$ cat config.mk
export PLATFORM = sky130hd
export DESIGN_NAME = render_cmd_issuer
export DESIGN_NICKNAME = d
export VERILOG_FILES = /design/src/rtl/render_cmd_issuer.sv
export SDC_FILE = /design/constraint.sdc
export NUM_CORES = 1
export LEC_CHECK = 0
export CAP_MARGIN = 20
export CORE_MARGIN = 5
export CORE_UTILIZATION = 42
export CTS_CLUSTER_DIAMETER = 150
export DETAILED_ROUTE_END_ITERATION = 8
export GPL_TIMING_DRIVEN = 0
export SYNTH_ARGS = -nofsm -noshare
export SYNTH_HDL_FRONTEND = slang
export SYNTH_SLANG_ARGS = --single-unit
$ cat constraint.sdc
create_clock -name clk -period 6.4 [get_ports clk]
set_clock_uncertainty 0.15 [all_clocks]
set_input_delay 0.96 -clock clk [delete_from_list [all_inputs] [get_ports clk]]
set_output_delay 0.96 -clock clk [all_outputs]
set_load 0.03 [all_outputs]
$ cat src/rtl/render_cmd_issuer.sv
// ============================================================================
// render_cmd_issuer : buffers draw/clear commands and issues them one at a time
// to render_module with a setup window, completion handshake and watchdog.
// Revision: 1.0
// ============================================================================
`default_nettype none

module render_cmd_issuer #(
  parameter int FIFO_DEPTH     = 4,
  parameter int SETUP_CYCLES   = 4,
  parameter int TIMEOUT_CYCLES = 131072
) (
  input  logic        clk,
  input  logic        rst,
  input  logic        cmd_valid,
  output logic        cmd_ready,
  input  logic [2:0]  cmd_op,
  input  logic [16:0] cmd_start,
  input  logic [16:0] cmd_end,
  output logic [16:0] start_l,
  output logic [16:0] end_l,
  output logic [2:0]  op,
  output logic        render_enable,
  input  logic        render_done,
  output logic        busy,
  output logic [15:0] cmd_count,
  output logic        timeout_err
);

  localparam int PTR_W = (FIFO_DEPTH > 1) ? $clog2(FIFO_DEPTH) : 1;
  localparam int FILL_W = PTR_W + 1;
  localparam int SET_W = (SETUP_CYCLES > 1) ? $clog2(SETUP_CYCLES) : 1;
  localparam int WD_W = $clog2(TIMEOUT_CYCLES);
  localparam logic [2:0] OP_NOOP = 3'd1;
  localparam logic [FILL_W-1:0] FILL_FULL = FILL_W'(FIFO_DEPTH);
  localparam logic [SET_W-1:0] SETUP_LAST = SET_W'(SETUP_CYCLES - 1);
  localparam logic [WD_W-1:0] WD_LAST = WD_W'(TIMEOUT_CYCLES - 1);

  typedef enum logic [1:0] {
    S_IDLE    = 2'd0,
    S_SETUP   = 2'd1,
    S_RUN     = 2'd2,
    S_RELEASE = 2'd3
  } state_t;

  // Each entry packs {op, start, end}
  logic [36:0]       mem_q [FIFO_DEPTH];
  logic [PTR_W-1:0]  wr_ptr_q, rd_ptr_q;
  logic [FILL_W-1:0] fill_q, fill_d;
  logic [SET_W-1:0]  setup_cnt_q;
  logic [WD_W-1:0]   wd_q;
  state_t            state_q, state_d;

  logic        cmd_ready_q, busy_q, render_enable_q, timeout_err_q;
  logic [16:0] start_l_q, end_l_q;
  logic [2:0]  op_q;
  logic [15:0] cmd_count_q;

  logic        push, pop, head_is_noop;
  logic [36:0] head;

  assign push         = cmd_valid && cmd_ready_q;
  assign pop          = (state_q == S_IDLE) && (fill_q != '0);
  assign head         = mem_q[rd_ptr_q];
  assign head_is_noop = (head[36:34] == OP_NOOP);

  always_comb begin
    fill_d = fill_q;
    if (push && !pop)
      fill_d = fill_q + 1'b1;
    else if (!push && pop)
      fill_d = fill_q - 1'b1;
  end

  always_comb begin
    state_d = state_q;
    case (state_q)
      S_IDLE:    if (pop && !head_is_noop) state_d = S_SETUP;
      S_SETUP:   if (setup_cnt_q == SETUP_LAST) state_d = S_RUN;
      S_RUN:     if (render_done || wd_q == WD_LAST) state_d = S_RELEASE;
      S_RELEASE: if (!render_done) state_d = S_IDLE;
      default:   state_d = S_IDLE;
    endcase
  end

  always_ff @(posedge clk) begin
    if (push) mem_q[wr_ptr_q] <= {cmd_op, cmd_start, cmd_end};
  end

  always_ff @(posedge clk) begin
    if (rst) begin
      state_q         <= S_IDLE;
      wr_ptr_q        <= '0;
      rd_ptr_q        <= '0;
      fill_q          <= '0;
      setup_cnt_q     <= '0;
      wd_q            <= '0;
      cmd_ready_q     <= 1'b1;
      busy_q          <= 1'b0;
      render_enable_q <= 1'b0;
      timeout_err_q   <= 1'b0;
      start_l_q       <= '0;
      end_l_q         <= '0;
      op_q            <= OP_NOOP;
      cmd_count_q     <= '0;
    end else begin
      state_q     <= state_d;
      fill_q      <= fill_d;
      cmd_ready_q <= (fill_d != FILL_FULL);
      busy_q      <= (state_d != S_IDLE) || (fill_d != '0);
      if (push) wr_ptr_q <= wr_ptr_q + 1'b1;
      if (pop)  rd_ptr_q <= rd_ptr_q + 1'b1;

      case (state_q)
        S_IDLE: begin
          if (pop) begin
            // A NOOP retires immediately and leaves the renderer outputs alone
            if (head_is_noop) begin
              cmd_count_q <= cmd_count_q + 1'b1;
            end else begin
              op_q        <= head[36:34];
              start_l_q   <= head[33:17];
              end_l_q     <= head[16:0];
              setup_cnt_q <= '0;
            end
          end
        end
        S_SETUP: begin
          setup_cnt_q <= setup_cnt_q + 1'b1;
          if (setup_cnt_q == SETUP_LAST) begin
            render_enable_q <= 1'b1;
            wd_q            <= '0;
          end
        end
        S_RUN: begin
          wd_q <= wd_q + 1'b1;
          if (render_done) begin
            render_enable_q <= 1'b0;
            cmd_count_q     <= cmd_count_q + 1'b1;
          end else if (wd_q == WD_LAST) begin
            render_enable_q <= 1'b0;
            timeout_err_q   <= 1'b1;
          end
        end
        S_RELEASE: render_enable_q <= 1'b0;
        default:   render_enable_q <= 1'b0;
      endcase
    end
  end

  assign cmd_ready     = cmd_ready_q;
  assign busy          = busy_q;
  assign render_enable = render_enable_q;
  assign timeout_err   = timeout_err_q;
  assign start_l       = start_l_q;
  assign end_l         = end_l_q;
  assign op            = op_q;
  assign cmd_count     = cmd_count_q;

endmodule

`default_nettype wire

Word-level counts from Yosys, hierarchy flattened
Memory sizes are Yosys's and may differ from the RTL's. A register that Yosys moved wholly into a read port is not among the register bits.
Index checks and enable logic that the tools add are counted.
{"block": "op_classes", "n_eq_ne": 13, "bitwise": 2, "n_reduce_logical": 24, "muxes": 24, "n_addsub": 7}
{"operator": "16-bit 2-to-1 mux", "count": 3}
{"operator": "17-bit case mux with 2 select lines", "count": 1}
{"operator": "16-bit case mux with 2 select lines", "count": 1}
{"operator": "17-bit by 1-bit adder with 17-bit output (second input constant)", "count": 1}
{"operator": "17-bit equality test (second input constant)", "count": 1}
{"operator": "17-bit 2-to-1 mux", "count": 1}
{"operator": "16-bit by 1-bit adder with 16-bit output (second input constant)", "count": 1}
{"operator": "2-bit 2-to-1 mux", "count": 8}
{"operator": "3-bit AND reduction", "count": 4}
{"operator": "2-bit != test (second input constant)", "count": 5}
{"operator": "3-bit nonzero test", "count": 3}
{"operator": "2-bit case mux with 4 select lines", "count": 1}
{"operator": "2-bit nonzero test", "count": 4}
{"operator": "2-bit by 1-bit adder with 2-bit output (second input constant)", "count": 3}
{"operator": "2-bit equality test (second input constant)", "count": 3}
{"operator": "3-bit 2-to-1 mux", "count": 2}
{"operator": "3-bit != test (second input constant)", "count": 2}
{"operator": "1-bit logical AND", "count": 5}
{"operator": "1-bit 2-to-1 mux", "count": 5}
{"operator": "2-bit case mux with 2 select lines", "count": 1}
{"operator": "4-bit AND reduction", "count": 1}
{"operator": "3-bit by 1-bit adder with 3-bit output (second input constant)", "count": 1}
{"operator": "3-bit by 1-bit equality test with 1-bit output (second input constant)", "count": 1}
{"operator": "1-bit zero test", "count": 3}
{"operator": "other kinds (7)", "count": 9}
{"block": "totals", "input_bits": 41, "mem_bits_rw": 148, "output_inout_bits": 57, "word_cells": 85, "regBits": 85, "memories": 1}
{"memory": "mem_q", "depth": 4, "width": 37, "rd": 1, "rd_clocked_by_memory_dff": 1, "write_ports": 1, "line_no": "47", "text": "logic [36:0] mem_q [FIFO_DEPTH];"}

Depth between registers and ports, before layout
Gate-level depths: netlist (run 1).
{"block": "depth", "depth_word": 7, "mapped_depth": 11, "depth_no_buf": 10}

Least setup slack after synthesis (run 1)
Ideal clock, no wire load.
{"block": "synth_timing", "path_type": "register to register", "startpoint": "register fill_q[0]", "endpoint": "register cmd_count_q[13] (netlist: cmd_count[13])", "arrival_time_ns": 2.428, "slack_ns": 3.694, "required_ns": 6.122, "stages_incl_launch_ff": 12, "path_buffers": 3, "setup_time_ns": 0.128, "period_less_slack_ns": 2.706, "cell_sequence": "dfxtp_1 inv_1 ha_1 ha_1 or3_1 clkbuf_1 or4b_1 buf_2 buf_6 a211oi_2 xnor2_1 nor2_1"}
{"block": "synth_between", "elab_chain_cells": 4}
{"element": "start, declared", "line_no": "49", "text": "logic [FILL_W-1:0] fill_q, fill_d;"}
{"element": "start signal, assigned", "line_no": "108", "text": "fill_q <= fill_d;"}
{"element": "3-bit nonzero test", "line_no": "63", "text": "assign pop = (state_q == S_IDLE) && (fill_q != '0);"}
{"element": "1-bit logical AND", "line_no": "63"}
{"element": "2-bit != test (no line)"}
{"element": "4-bit AND reduction (no line)"}
{"element": "end signal, assigned", "line_no": "119", "text": "cmd_count_q <= cmd_count_q + 1'b1;"}
{"element": "end signal, assigned", "line_no": "139", "text": "cmd_count_q <= cmd_count_q + 1'b1;"}
{"element": "end, declared", "line_no": "57", "text": "logic [15:0] cmd_count_q;"}
No other way between the ends.
A chain may end at the register's enable or synchronous reset.

==> impl_metrics.ini, run 1 <==
[clock_tree]
cts_hold_buf = 0
cts_resized = 0
cts_tree = built
cts_made_buffers = 25
clk_latency_ps = 510
htreeDepth = 1
clk_pin_slew_ps = 60
postCtsSetupRepairBufs = 0
clockBufferDepth = 3
clock-sinks = 235
cts_root_buffer = clkbuf_16

[synth]
synth_fa_ha_area_share_pct = 1.523
synth_seq_cells = 235
synthCells = 647
syn_area_um2 = 9039
yosysWarnings = 0
synth_cell_type_count = 46
synth_nets = 699
syn_area_per_cell_um2 = 13.97
seq_area_frac_synth_pct = 68.44
synth-main-ff-cell = edfxtp_1
synth-edff-count = 148
synthMuxAreaShare_pct = 9.593
async_reset_ff_share_pct = 0
synthSimpleGateAreaFrac_pct = 9.994
synth_xor_area_share_pct = 1.647
synth_compound_area_share_pct = 6.797
synth_top_family_by_area = simple AND/OR/NAND/NOR gates

[worst_setup_path]
crit_type = flop to flop
crit_path_end_kind = flop
r2r_end = start_l[0]
r2r_setup_slack_ps = 3260
worstPathArrival_ps = 3430
path_max_fanout = 10
worstSetupStartpointType = flop
ff2ff_path_depth = 8
cp.required_ps = 6690

[die]
die_w_um = 156.7
rows = 53
core-area_um2 = 21090
initial_core_util_pct = 42.86
die_h_um = 156.7
ios = 98
die_area_um2 = 24550

[layout]
nNetsFinal = 827
layout_commonest_cell = edfxtp_1
drive_gt1_share_pct = 12.72
synthToLayoutAreaGrowth_pct = 25.17
fin_cells = 1070
most-common-layout-cells = edfxtp_1, nand2_1, clkdlybuf4s50_1

[routing]
detail_route.first_pass.iterations = 4
num_vias = 5572
post-route-drc-count = 0
antenna_left = 0
via_per_inst = 5.207
routed_wl_mm = 19.22
drtIter0Drc = 355
avgRoutedWirePerCell_um = 17.96

[timing]
setup_tns_ps = 0
rsz0062_at_grt = no
finalHoldViolations = 0
setup_viol = 0
fin_crit_sh_pct = 49.14
worst_pin_slew_ps = 900.2
drv_slew = 0
relSlewSlack_pct = 39.53
max_clock_freq_mhz = 318.0
fin_crit_ps = 3145

[status]
status = complete, no violations

[pwr]
p_per_area_nw_per_um2 = 420.2
ir_drop_mv = 0.2526
p_leak_nw = 3.705

[grt]
grt.total_usage_pct = 15.48
grt_max_degree = 32
grt_pass1_vias = 5727
overflow = 0
grt_pass1_wl_mm = 30.19
antenna_found_initial = 1

[min_path]
holdPathEnd = end_l[14]
hp-start = end_l[14]
hold_path_class = flop to flop
hold_depth = 2

[placed_design]
placed_cells = 1023
io_buffers = 97
place_congestion = 0.8132
dpl.hpwl_mm = 12.78

[flow_run]
cap_viol_max_count = 0
-- worst max path at each step --
stage,slack (ps),cells past startpoint,startpoint,end
finish,3260,8,flop,start_l[0]
global route,2970,9,fill_q[0],end_l[1]
CTS,3170,8,flop,end_l[15]
detailed placement,3190,8,flop,start_l[3]
global placement,2520,2,cmd_valid,mem_q[3][21]
floorplan,3690,11,fill_q[0],cmd_count[13]
-- sequential cells by signal (all words and copies together) (netlist names), named ones only --
register / cells
setup_cnt_q: 2
wr_ptr_q: 2
rd_ptr_q: 2
mem_q: 148
busy: 1
state_q: 2
op: 3
cmd_ready: 1
render_enable: 1
fill_q: 3
wd_q: 17
end_l: 17
timeout_err: 1
cmd_count: 16
start_l: 17
-- cells by family after synthesis --
kind of cell / after synthesis
multiplexers: 40
AND/OR/NAND/NOR: 201
buffers and inverters: 44
AO/OA/AOI/OAI: 99
adder cells (fa/ha/maj): 11
flip-flops: 235
XOR/XNOR: 17
-- worst max-delay path, stage by stage (launching register included) --
cell,delay (ps)
dfxtp_1,320
clkbuf_1,430
mux4_2,430
nor3b_1,270
nand2b_1,170
clkbuf_1,460
clkbuf_1,560
nand2_1,120
a21oi_1,160
-- per-layer routing --
metal  vias up  part of all wire (%)  routed length (um)  GRT usage [%]
li1       2654                     -                   -              -
met5         -                     0                   0              0
met2       121                    51                9822          27.58
met4         0                   1.4                 277          3.595
met3        26                   4.7                 910          2.848
met1      2771                    43                8210          19.69
-- through the flow --
step | hold slack [ps] | setup WS [ps] | utilization, % | cell area [um^2] | power [mW]
finish | 302.3 | 3255 | 53.65 | 11310 | 4.754
global route | 315.9 | 2970 | 53.65 | 11310 | 4.996
CTS | 305.2 | 3166 | 53.64 | 11310 | 4.822
detailed placement | 297.0 | 3187 | 49.61 | 10460 | 3.351
global placement | 297.3 | 2519 | 49.10 | 10350 | 3.308
floorplan | 302.2 | 3694 | - | 9039 | 2.828
-- final cells by class --
cell class,instances,area [um^2]
sequential,235,6186
antenna,1,2.502
inverter,12,45.04
tap,275,344.1
fill,1731,9774
timing repair buffer,101,1074
buffer,32,136.4
multi-input combinational,368,2676
clock buffer,33,705.7
clock inverter,13,143.9
-- synthesized netlist by cell type (5+ instances only) --
library cell,n,area share (%)
edfxtp_1,148,49
nand2_1,103,4.3
dfxtp_1,87,19
a21oi_1,63,3.5
mux4_2,37,9.2
nor2_1,35,1.5
clkbuf_1,28,1.2
nand3_1,23,1.3
xnor2_1,16,1.6
inv_1,12,0.50
ha_1,11,1.5
o21ai_0,9,0.50
or3_1,7,0.48
and3_1,6,0.42
a211oi_2,5,0.69
o211ai_1,5,0.42
-- power by group --
| part | internal [mW] | leakage (nW) | switching [mW] | total [mW] |
|---|---|---|---|---|
| Sequential | 1.85 | 2.07 | 0.112 | 1.96 |
| Clock | 0.895 | 0.423 | 0.561 | 1.46 |
| Combinational | 0.548 | 1.22 | 0.789 | 1.34 |
| Total | 3.29 | 3.70 | 1.46 | 4.75 |
Power figures use the tool's default switching activity.
==> inputs of run 2 (changes only) <==
==> constraint.sdc (replaced) <==
create_clock -name clk -period 3.2 [get_ports clk]
set_clock_uncertainty 0.15 [all_clocks]
set_input_delay 0.48 -clock clk [delete_from_list [all_inputs] [get_ports clk]]
set_output_delay 0.48 -clock clk [all_outputs]
set_load 0.03 [all_outputs]
==> run 2 against run 1 <==
Via count down 0.13%; final cell count unchanged; clock power up 99%; critical path type unchanged; utilization hardly changed; non-clock buffer count did not move; cell area about the same; sequential power up 100%; critical path depth increased by 3; critical endpoint is now cmd_count[9].
==> impl_metrics.ini, run 2 (synthesized netlist as in run 1, its figures left out) <==
[layout]
drive_gt1_share_pct = 13.22
largest_reg_flops = 148
nNetsFinal = 827
synthToLayoutAreaGrowth_pct = 25.24
most-common-layout-cells = edfxtp_1, nand2_1, clkdlybuf4s50_1
regMostFlops = mem_q
layout_commonest_cell = edfxtp_1
final_core_util_pct = 53.68

[clock_tree]
cts_hold_buf = 0
clk_latency_ps = 510
postCtsSetupRepairBufs = 0
clk_pin_slew_ps = 60
htreeDepth = 1
cts_tree = built
cts_resized = 1
cts_root_buffer = clkbuf_16
cts_made_buffers = 25
clock-sinks = 235
clockBufferDepth = 3

[worst_setup_path]
crit_path_end_kind = flop
worstSetupStartpointType = flop
crit_type = flop to flop
r2r_end = cmd_count[9]
r2r_setup_slack_ps = 210
path_max_fanout = 10
worstPathArrival_ps = 3220
cp.required_ps = 3430
r2r-start = fill_q[0]
ff2ff_path_depth = 11
endpoint = cmd_count[9]
setup.worst_path.start = fill_q[0]

[grt]
grt_max_degree = 32
antenna_found_initial = 1
grt_pass1_vias = 5727
grt_pass1_wl_mm = 30.19
overflow = 0
grt.total_usage_pct = 15.48

[placed_design]
io_buffers = 97
dpl.hpwl_mm = 12.78
place_congestion = 0.8132
place_ws_ps = -12.52

[routing]
avgRoutedWirePerCell_um = 17.93
drtIter0Drc = 353
antenna_left = 0
post-route-drc-count = 0
detail_route.first_pass.iterations = 4
num_vias = 5565
routed_wl_mm = 19.18
via_per_inst = 5.201

[die]
initial_core_util_pct = 42.86
die_area_um2 = 24550
rows = 53
die_h_um = 156.7
core-area_um2 = 21090
die_w_um = 156.7
ios = 98

[pwr]
p_int_mw = 6.593
swShare_pct = 30.73
p_leak_nw = 3.713
pwr-share-comb_pct = 28.2
p_per_area_nw_per_um2 = 840.8
power.share.clock_pct = 30.6
power_mw = 9.518
p_sw_mw = 2.924
ir_drop_mv = 0.5051
pwr-share-seq_pct = 41.2

[status]
status = complete, no violations

[timing]
setup_ws_ps = 208.8
fin_crit_sh_pct = 93.47
max_clock_freq_mhz = 334.3
relSlewSlack_pct = 39.75
hold_slack_ps = 302.3
setup_viol = 0
drv_slew = 0
fin_crit_ps = 2991
rsz0062_at_grt = no
finalHoldViolations = 0
worst_pin_slew_ps = 896.8

[min_path]
hold_path_class = flop to flop

[flow_run]
cap_viol_max_count = 0
-- run 2: worst min path at each step --
stage / start / endpoint / slack [ps] / cells after the start
floorplan: wd_q[16] / wd_q[16] / 300 / 2
global placement: start_l[2] / start_l[2] / 300 / 2
detailed placement: end_l[14] / end_l[14] / 300 / 2
CTS: end_l[14] / end_l[14] / 310 / 2
global route: end_l[15] / end_l[15] / 320 / 2
finish: end_l[14] / end_l[14] / 300 / 2
-- run 2: critical path, cell delays in order (launching register included) --
cell and delay [ps]:
dfxtp_1 410, inv_1 70, ha_1 200, ha_1 190
or3_1 300, clkbuf_1 190, or4b_1 570, buf_2 190
buf_6 160, a211oi_2 230, xnor2_1 150, nor2_1 50
-- run 2: layout make-up --
| type | count | area [um^2] |
|---|---|---|
| Sequential cell | 235 | 6186 |
| Timing Repair Buffer | 101 | 1074 |
| Tap cell | 275 | 344.1 |
| Clock buffer | 33 | 705.7 |
| Inverter | 12 | 45.04 |
| Buffer | 32 | 140.1 |
| Clock inverter | 13 | 143.9 |
| Fill cell | 1730 | 9768 |
| Multi-Input combinational cell | 368 | 2679 |
| Antenna cell | 1 | 2.502 |
-- run 2: per-stage QoR --
stage,cell area (um^2),cells,setup TNS (ps)
floorplan,9039,647,0
global placement,10350,1019,-28530
detailed placement,10460,1023,-13.67
CTS,11310,1069,0
global route,11320,1070,0
finish,11320,1070,0
-- run 2: routing by layer --
layer / GRT usage, % / vias up / wire length [um]
li1: - / 2654 / -
met1: 19.69 / 2758 / 8107
met2: 27.58 / 127 / 9854
met3: 2.848 / 26 / 946
met4: 3.595 / 0 / 276
met5: 0 / - / 0
-- run 2: power by group through the flow --
stage	registers [mW]	clock network, mW	logic [mW]
after floorplan	4.34	0	1.31
after global placement	3.98	0	2.63
after detailed placement	3.99	0	2.72
after CTS	3.93	2.99	2.73
after global routing	3.97	3.12	2.92
final	3.92	2.91	2.68
==> inputs of run 3 (changes only) <==
--- a/config.mk
+++ b/config.mk
@@ -10,6 +10,7 @@
 export CORE_UTILIZATION = 42
 export CTS_CLUSTER_DIAMETER = 150
 export DETAILED_ROUTE_END_ITERATION = 8
+export GPL_ROUTABILITY_DRIVEN = 0
 export GPL_TIMING_DRIVEN = 0
 export SYNTH_ARGS = -nofsm -noshare
 export SYNTH_HDL_FRONTEND = slang
==> results of run 3 <==
No change in the layout: final DEF, timing and power equal those of run 2.
